$ cat src/rtl/mem_ctrl_if.sv
// mem_ctrl_if: pipeline request/response and byte-RAM signals of the memory controller
interface mem_ctrl_if #(
  parameter int ADDR_WIDTH = 32
);
  logic                  if_req_i;
  logic [ADDR_WIDTH-1:0] if_addr_i;
  logic [31:0]           if_data_o;
  logic                  if_done_o;
  logic                  mem_req_i;
  logic                  mem_we_i;
  logic [1:0]            mem_len_i;
  logic [ADDR_WIDTH-1:0] mem_addr_i;
  logic [31:0]           mem_wdata_i;
  logic [31:0]           mem_rdata_o;
  logic                  mem_done_o;
  logic [7:0]            ram_din_i;
  logic [7:0]            ram_dout_o;
  logic [ADDR_WIDTH-1:0] ram_a_o;
  logic                  ram_wr_o;
  modport master (
    output if_req_i, if_addr_i, mem_req_i, mem_we_i, mem_len_i, mem_addr_i, mem_wdata_i, ram_din_i,
    input  if_data_o, if_done_o, mem_rdata_o, mem_done_o, ram_dout_o, ram_a_o, ram_wr_o
  );
  modport slave (
    input  if_req_i, if_addr_i, mem_req_i, mem_we_i, mem_len_i, mem_addr_i, mem_wdata_i, ram_din_i,
    output if_data_o, if_done_o, mem_rdata_o, mem_done_o, ram_dout_o, ram_a_o, ram_wr_o
  );
endinterface

$ cat src/rtl/mem_ctrl.sv
// mem_ctrl: byte-serial RAM sequencer arbitrating fetch reads and MEM-stage loads/stores
module mem_ctrl #(
  parameter int ADDR_WIDTH = 32
) (
  input logic       clk,
  input logic       rst,
  input logic       rdy,
  mem_ctrl_if.slave bus
);
  typedef enum logic [1:0] {IDLE, READ, WRITE, FIN} state_t;
  state_t state, state_d;
  logic own_mem, wr_q, acc, acc_we, busy;
  logic [2:0] n, k, len_n;
  logic [1:0] kb;
  logic [ADDR_WIDTH-1:0] addr, acc_addr;
  logic [31:0] wdata, asm_q, asm_d;
  assign acc = bus.mem_req_i | bus.if_req_i;
  assign acc_we = bus.mem_req_i & bus.mem_we_i;
  assign acc_addr = bus.mem_req_i ? bus.mem_addr_i : bus.if_addr_i;
  assign len_n = (!bus.mem_req_i || bus.mem_len_i[1]) ? 3'd4 : bus.mem_len_i[0] ? 3'd2 : 3'd1;
  assign kb = k[1:0] - 2'd1;
  assign busy = state == READ || state == WRITE;
  assign bus.ram_wr_o = wr_q & rdy;
  always_comb begin
    asm_d = asm_q;
    asm_d[{kb, 3'b000} +: 8] = bus.ram_din_i;
  end
  // the done cycle keeps the busy state (k = n+1), so FIN is the extra dead cycle after it
  always_comb begin
    state_d = state;
    state_d = state == IDLE ? (acc ? (acc_we ? WRITE : READ) : IDLE)
            : state == FIN ? IDLE : (k > n ? FIN : state);
  end
  always_ff @(posedge clk or posedge rst)
    if (rst) begin
      state <= IDLE;
      own_mem <= 1'b0;
      wr_q <= 1'b0;
      n <= '0;
      k <= '0;
      addr <= '0;
      wdata <= '0;
      asm_q <= '0;
      bus.if_data_o <= '0;
      bus.if_done_o <= 1'b0;
      bus.mem_rdata_o <= '0;
      bus.mem_done_o <= 1'b0;
      bus.ram_dout_o <= '0;
      bus.ram_a_o <= '0;
    end else if (rdy) begin
      state <= state_d;
      bus.if_done_o <= 1'b0;
      bus.mem_done_o <= 1'b0;
      if (state == IDLE && acc) begin
        own_mem <= bus.mem_req_i;
        addr <= acc_addr;
        n <= len_n;
        wdata <= bus.mem_wdata_i;
        asm_q <= '0;
        k <= 3'd1;
        wr_q <= acc_we;
        bus.ram_a_o <= acc_addr;
        if (acc_we) bus.ram_dout_o <= bus.mem_wdata_i[7:0];
      end else if (busy && k < n) begin
        k <= k + 3'd1;
        bus.ram_a_o <= addr + ADDR_WIDTH'(k);
        if (state == READ) asm_q <= asm_d;
        else bus.ram_dout_o <= wdata[{k[1:0], 3'b000} +: 8];
      end else if (busy && k == n) begin
        k <= k + 3'd1;
        wr_q <= 1'b0;
        bus.ram_a_o <= '0;
        if (state == READ && own_mem) bus.mem_rdata_o <= asm_d;
        if (state == READ && !own_mem) bus.if_data_o <= asm_d;
        if (own_mem) bus.mem_done_o <= 1'b1;
        else bus.if_done_o <= 1'b1;
      end else if (state == FIN) k <= '0;
    end
endmodule

$ cat src/flat_wrapper.sv
// flat-port wrapper written by rule: the top's interface ports become plain ports
module mem_ctrl_flat 
#(
  parameter int ADDR_WIDTH = 32
)
  (clk, rst, rdy, bus_if_req_i, bus_if_addr_i, bus_mem_req_i, bus_mem_we_i, bus_mem_len_i, bus_mem_addr_i, bus_mem_wdata_i, bus_ram_din_i, bus_if_data_o, bus_if_done_o, bus_mem_rdata_o, bus_mem_done_o, bus_ram_dout_o, bus_ram_a_o, bus_ram_wr_o);
  mem_ctrl_if #(.ADDR_WIDTH(ADDR_WIDTH)) bus_i ();
  input logic clk;
  input logic rst;
  input logic rdy;
  input wire logic [$bits(bus_i.if_req_i)-1:0] bus_if_req_i;
  input wire logic [$bits(bus_i.if_addr_i)-1:0] bus_if_addr_i;
  input wire logic [$bits(bus_i.mem_req_i)-1:0] bus_mem_req_i;
  input wire logic [$bits(bus_i.mem_we_i)-1:0] bus_mem_we_i;
  input wire logic [$bits(bus_i.mem_len_i)-1:0] bus_mem_len_i;
  input wire logic [$bits(bus_i.mem_addr_i)-1:0] bus_mem_addr_i;
  input wire logic [$bits(bus_i.mem_wdata_i)-1:0] bus_mem_wdata_i;
  input wire logic [$bits(bus_i.ram_din_i)-1:0] bus_ram_din_i;
  output wire logic [$bits(bus_i.if_data_o)-1:0] bus_if_data_o;
  output wire logic [$bits(bus_i.if_done_o)-1:0] bus_if_done_o;
  output wire logic [$bits(bus_i.mem_rdata_o)-1:0] bus_mem_rdata_o;
  output wire logic [$bits(bus_i.mem_done_o)-1:0] bus_mem_done_o;
  output wire logic [$bits(bus_i.ram_dout_o)-1:0] bus_ram_dout_o;
  output wire logic [$bits(bus_i.ram_a_o)-1:0] bus_ram_a_o;
  output wire logic [$bits(bus_i.ram_wr_o)-1:0] bus_ram_wr_o;
  assign bus_i.if_req_i = bus_if_req_i;
  assign bus_i.if_addr_i = bus_if_addr_i;
  assign bus_i.mem_req_i = bus_mem_req_i;
  assign bus_i.mem_we_i = bus_mem_we_i;
  assign bus_i.mem_len_i = bus_mem_len_i;
  assign bus_i.mem_addr_i = bus_mem_addr_i;
  assign bus_i.mem_wdata_i = bus_mem_wdata_i;
  assign bus_i.ram_din_i = bus_ram_din_i;
  assign bus_if_data_o = bus_i.if_data_o;
  assign bus_if_done_o = bus_i.if_done_o;
  assign bus_mem_rdata_o = bus_i.mem_rdata_o;
  assign bus_mem_done_o = bus_i.mem_done_o;
  assign bus_ram_dout_o = bus_i.ram_dout_o;
  assign bus_ram_a_o = bus_i.ram_a_o;
  assign bus_ram_wr_o = bus_i.ram_wr_o;
  mem_ctrl #(.ADDR_WIDTH(ADDR_WIDTH)) u_core (.clk(clk), .rst(rst), .rdy(rdy), .bus(bus_i));
endmodule
$ cat config.mk
export PLATFORM = sky130hd
export DESIGN_NAME = mem_ctrl_flat
export DESIGN_NICKNAME = d
export VERILOG_FILES = /design/src/rtl/mem_ctrl_if.sv /design/src/rtl/mem_ctrl.sv /design/src/flat_wrapper.sv
export SDC_FILE = /design/constraint.sdc
export NUM_CORES = 1
export LEC_CHECK = 0
export CAP_MARGIN = 15
export CORE_MARGIN = 3
export CORE_UTILIZATION = 55
export DETAILED_ROUTE_END_ITERATION = 8
export PLACE_DENSITY = 0.86
export SYNTH_ARGS = -nofsm -noshare
export SYNTH_HDL_FRONTEND = slang
export SYNTH_SLANG_ARGS = --single-unit
$ cat constraint.sdc
create_clock -name clk -period 21.3 [get_ports clk]
set_input_delay 3.195 -clock clk [delete_from_list [all_inputs] [get_ports clk]]
set_output_delay 3.195 -clock clk [all_outputs]
set_load 0.005 [all_outputs]
==> out/results.ini <==
[logic_synthesis]
yosysWarnings = 0
syn_nets = 1141
synth_ff_type = dfrtp_1
postSynthAreaPerCell_um2 = 9.98
ys_ff_latch = 212
yosysMostFrequentCell = dfrtp_1
synth_common_cells = 212 x dfrtp_1, 193 x nand2_1, 70 x a21oi_1, 70 x nor2_1, 55 x o21ai_0
ys_seq_area_share_pct = 52.4
netlist_area_um2 = 10100
ys_top_cells_by_area = dfrtp_1 52%, nand2_1 7.2%, a21oi_1 3.5%
yosys.area.top_type = dfrtp_1
syn_inst = 1014
synth_top_area_share_pct = 52.4
ys_types = 63
synth_edf_count = 0
async_flop_share_pct = 100

[routing]
first_iter_violations = 643
wirelength_um = 26500
first_pass_iters = 5
wl_per_cell_um = 18.4
ant_nets = 0
via_count = 8316
route.detailed.vias_per_inst = 5.77
drcViolationCount = 0

[sta]
max_freq_mhz = 119
tightest_slew_ps = 1170
post-route-min-period_ps = 8390
rsz0062_at_grt = no
finalSetupViolCount = 0
drv_slew = 0
hold_viol = 0
max_slew_margin_pct = 21.4
clock_skew_ps = 11.6
timing.final.crit_share_pct = 39.4
layout_setup_ws_ps = 12910
setup_tns_ps = 0
hold_slack_ps = 472

[worst_setup_path]
cpLargestDelayFamily = buffers and inverters
path_cells = clkdlybuf4s50_1, clkinv_1, nor2_1, clkdlybuf4s50_1
crit_top_cell = clkdlybuf4s50_1
startpoint_type = input pin
cp_max_fo = 16
required_ps = 18110
path_class = in2out
r2r_setup_slack_ps = 17810
critPathBufInv = 3
arrival_ps = 5190
cp_slowest_cell = clkdlybuf4s50_1
cpPeakStageDelay_ps = 820
cp-end-kind = primary output

[cts]
path_clk_slew_ps = 60
h-tree-depth = 1
clock-sinks = 212
clock_path_buffers = 3
cts_buffers = 22
cts_resized = 0
cts_setup_buffers = 0
cts_tree = yes
clk_latency_ps = 500
ctsRootBufferMaster = clkbuf_16
hold_buffers = 0

[flow_run]
maxCapViolCount = 0

[global_route]
grt_overflow = 0
track_usage_pct = 26.3
antenna_found_initial = 1
grt_pass1_wl_um = 43200
grt_max_degree = 127
grt_pass1_vias = 8442

[cells_and_area]
final_nets = 1328
n_fill_cell = 1223
drive_gt1_share_pct = 8.05
regArea_um2 = 5310
finalInstanceArea_um2 = 13200
area_growth_pct = 30.1
multi_input_area_um2 = 4410
insertedDiodeCount = 0

[floorplanning]
rows = 48
initial_core_util_pct = 57.3
dieWidth_um = 142
coreArea_um2 = 17700
pin_count = 219
die_h_um = 142
die-area_um2 = 20100

[place]
routabilityCongestion = 0.853
dp_hpwl_um = 17700
placedInstanceArea_um2 = 12300
port_buffers = 218
preCtsSetupSlack_ps = 12920

[power_and_ir_drop]
power-per-cell-area_nw_per_um2 = 127
ir_worst_vdd_mv = 0.0668
leakagePower_uw = 0.00591

[min_path]
hp-class = reg2reg

[status]
outcome = finished, final reports clean

## where the power goes
group	internal (µW)	total (µW)	switching (µW)
Sequential	525	628	104
Clock	284	444	160
Combinational	292	601	309
## final cells by class
cell class	count	area share [%]
Inverter	16	0.513
Sequential cell	212	40.3
Clock buffer	31	4.90
Multi-Input combinational cell	721	33.5
Clock inverter	9	1.48
Timing Repair Buffer	228	17.2
Tap cell	225	2.14
## layout by cell type, fill, tap and decap left out, types with 6 or more instances in the layout
| cell | synthesis | final |
|---|---|---|
| nand3_1 | 23 | 23 |
| and3_1 | 8 | 8 |
| a21oi_1 | 70 | 70 |
| clkbuf_16 | 0 | 23 |
| nand2_1 | 193 | 193 |
| a21oi_2 | 29 | 29 |
| bufinv_16 | 0 | 6 |
| ha_1 | 14 | 14 |
| a221o_1 | 7 | 7 |
| buf_4 | 0 | 9 |
| nand4_1 | 11 | 11 |
| inv_1 | 15 | 14 |
| nor2b_1 | 39 | 39 |
| a22o_1 | 35 | 35 |
| xnor2_1 | 11 | 11 |
| o21ai_0 | 55 | 55 |
| o22a_1 | 7 | 7 |
| o21ai_1 | 23 | 22 |
| mux4_2 | 8 | 8 |
| mux2i_1 | 27 | 27 |
| xor2_1 | 14 | 14 |
| dfrtp_1 | 212 | 212 |
| a21o_1 | 20 | 20 |
| clkdlybuf4s50_1 | 0 | 217 |
| nor2_1 | 70 | 69 |
## cell families (layout without fill, tap and decap cells)
kind of cell	after synthesis	count (layout)	synth area share (%)
multiplexers	36	36	4.56
AO/OA/AOI/OAI	274	274	18.2
XOR/XNOR	25	25	2.16
AND/OR/NAND/NOR	371	371	16.6
buffers and inverters	81	284	4.18
flip-flops	212	212	52.4
adder cells (fa/ha/maj)	15	15	1.93
## layer usage
layer	up-vias	global-route usage, %	part of all wire (%)
li1	3884	-	-
met1	4063	35.8	42
met2	311	43.4	49
met3	56	3.98	6.7
met4	2	9.14	2.5
met5	-	0	0.034
## worst min-delay path, delay by kind of cell, from the launching register on
kind,cells,cell delay (ps)
flip-flops,1,340
AND/OR/NAND/NOR,2,110
## registers in the layout (all words and copies together) (netlist names), 8 cells and up
signal                  flops
u_core.bus.if_data_o       32
u_core.bus.ram_a_o         32
u_core.addr                32
u_core.wdata               32
u_core.bus.ram_dout_o       8
u_core.bus.mem_rdata_o     32
u_core.asm_q               32
## worst paths after layout
path,startpoint,depth (start not counted),to
worst max register to register,u_core.k[0]$_DFFE_PP0P_,7,u_core.bus.mem_rdata_o[25]$_DFFE_PP0P_
worst min register to register,u_core.wdata[3]$_DFFE_PP0P_,2,u_core.wdata[3]$_DFFE_PP0P_
max in group asynchronous,rst,4,u_core.bus.if_data_o[2]$_DFFE_PP0P_
worst min-delay path,u_core.wdata[3]$_DFFE_PP0P_,2,u_core.wdata[3]$_DFFE_PP0P_
min in group asynchronous,rst,2,u_core.bus.ram_dout_o[1]$_DFFE_PP0P_
worst max-delay path,rdy,4,bus_ram_wr_o
## stage by stage
stage	util, %	instances	power, µW
floorplan	-	1014	982
global placement	69.7	1401	1200
detailed placement	69.7	1401	1230
CTS	74.5	1441	1680
global route	74.6	1442	1770
finish	74.6	1442	1670
No activity file was read; power rests on OpenSTA's default activity.
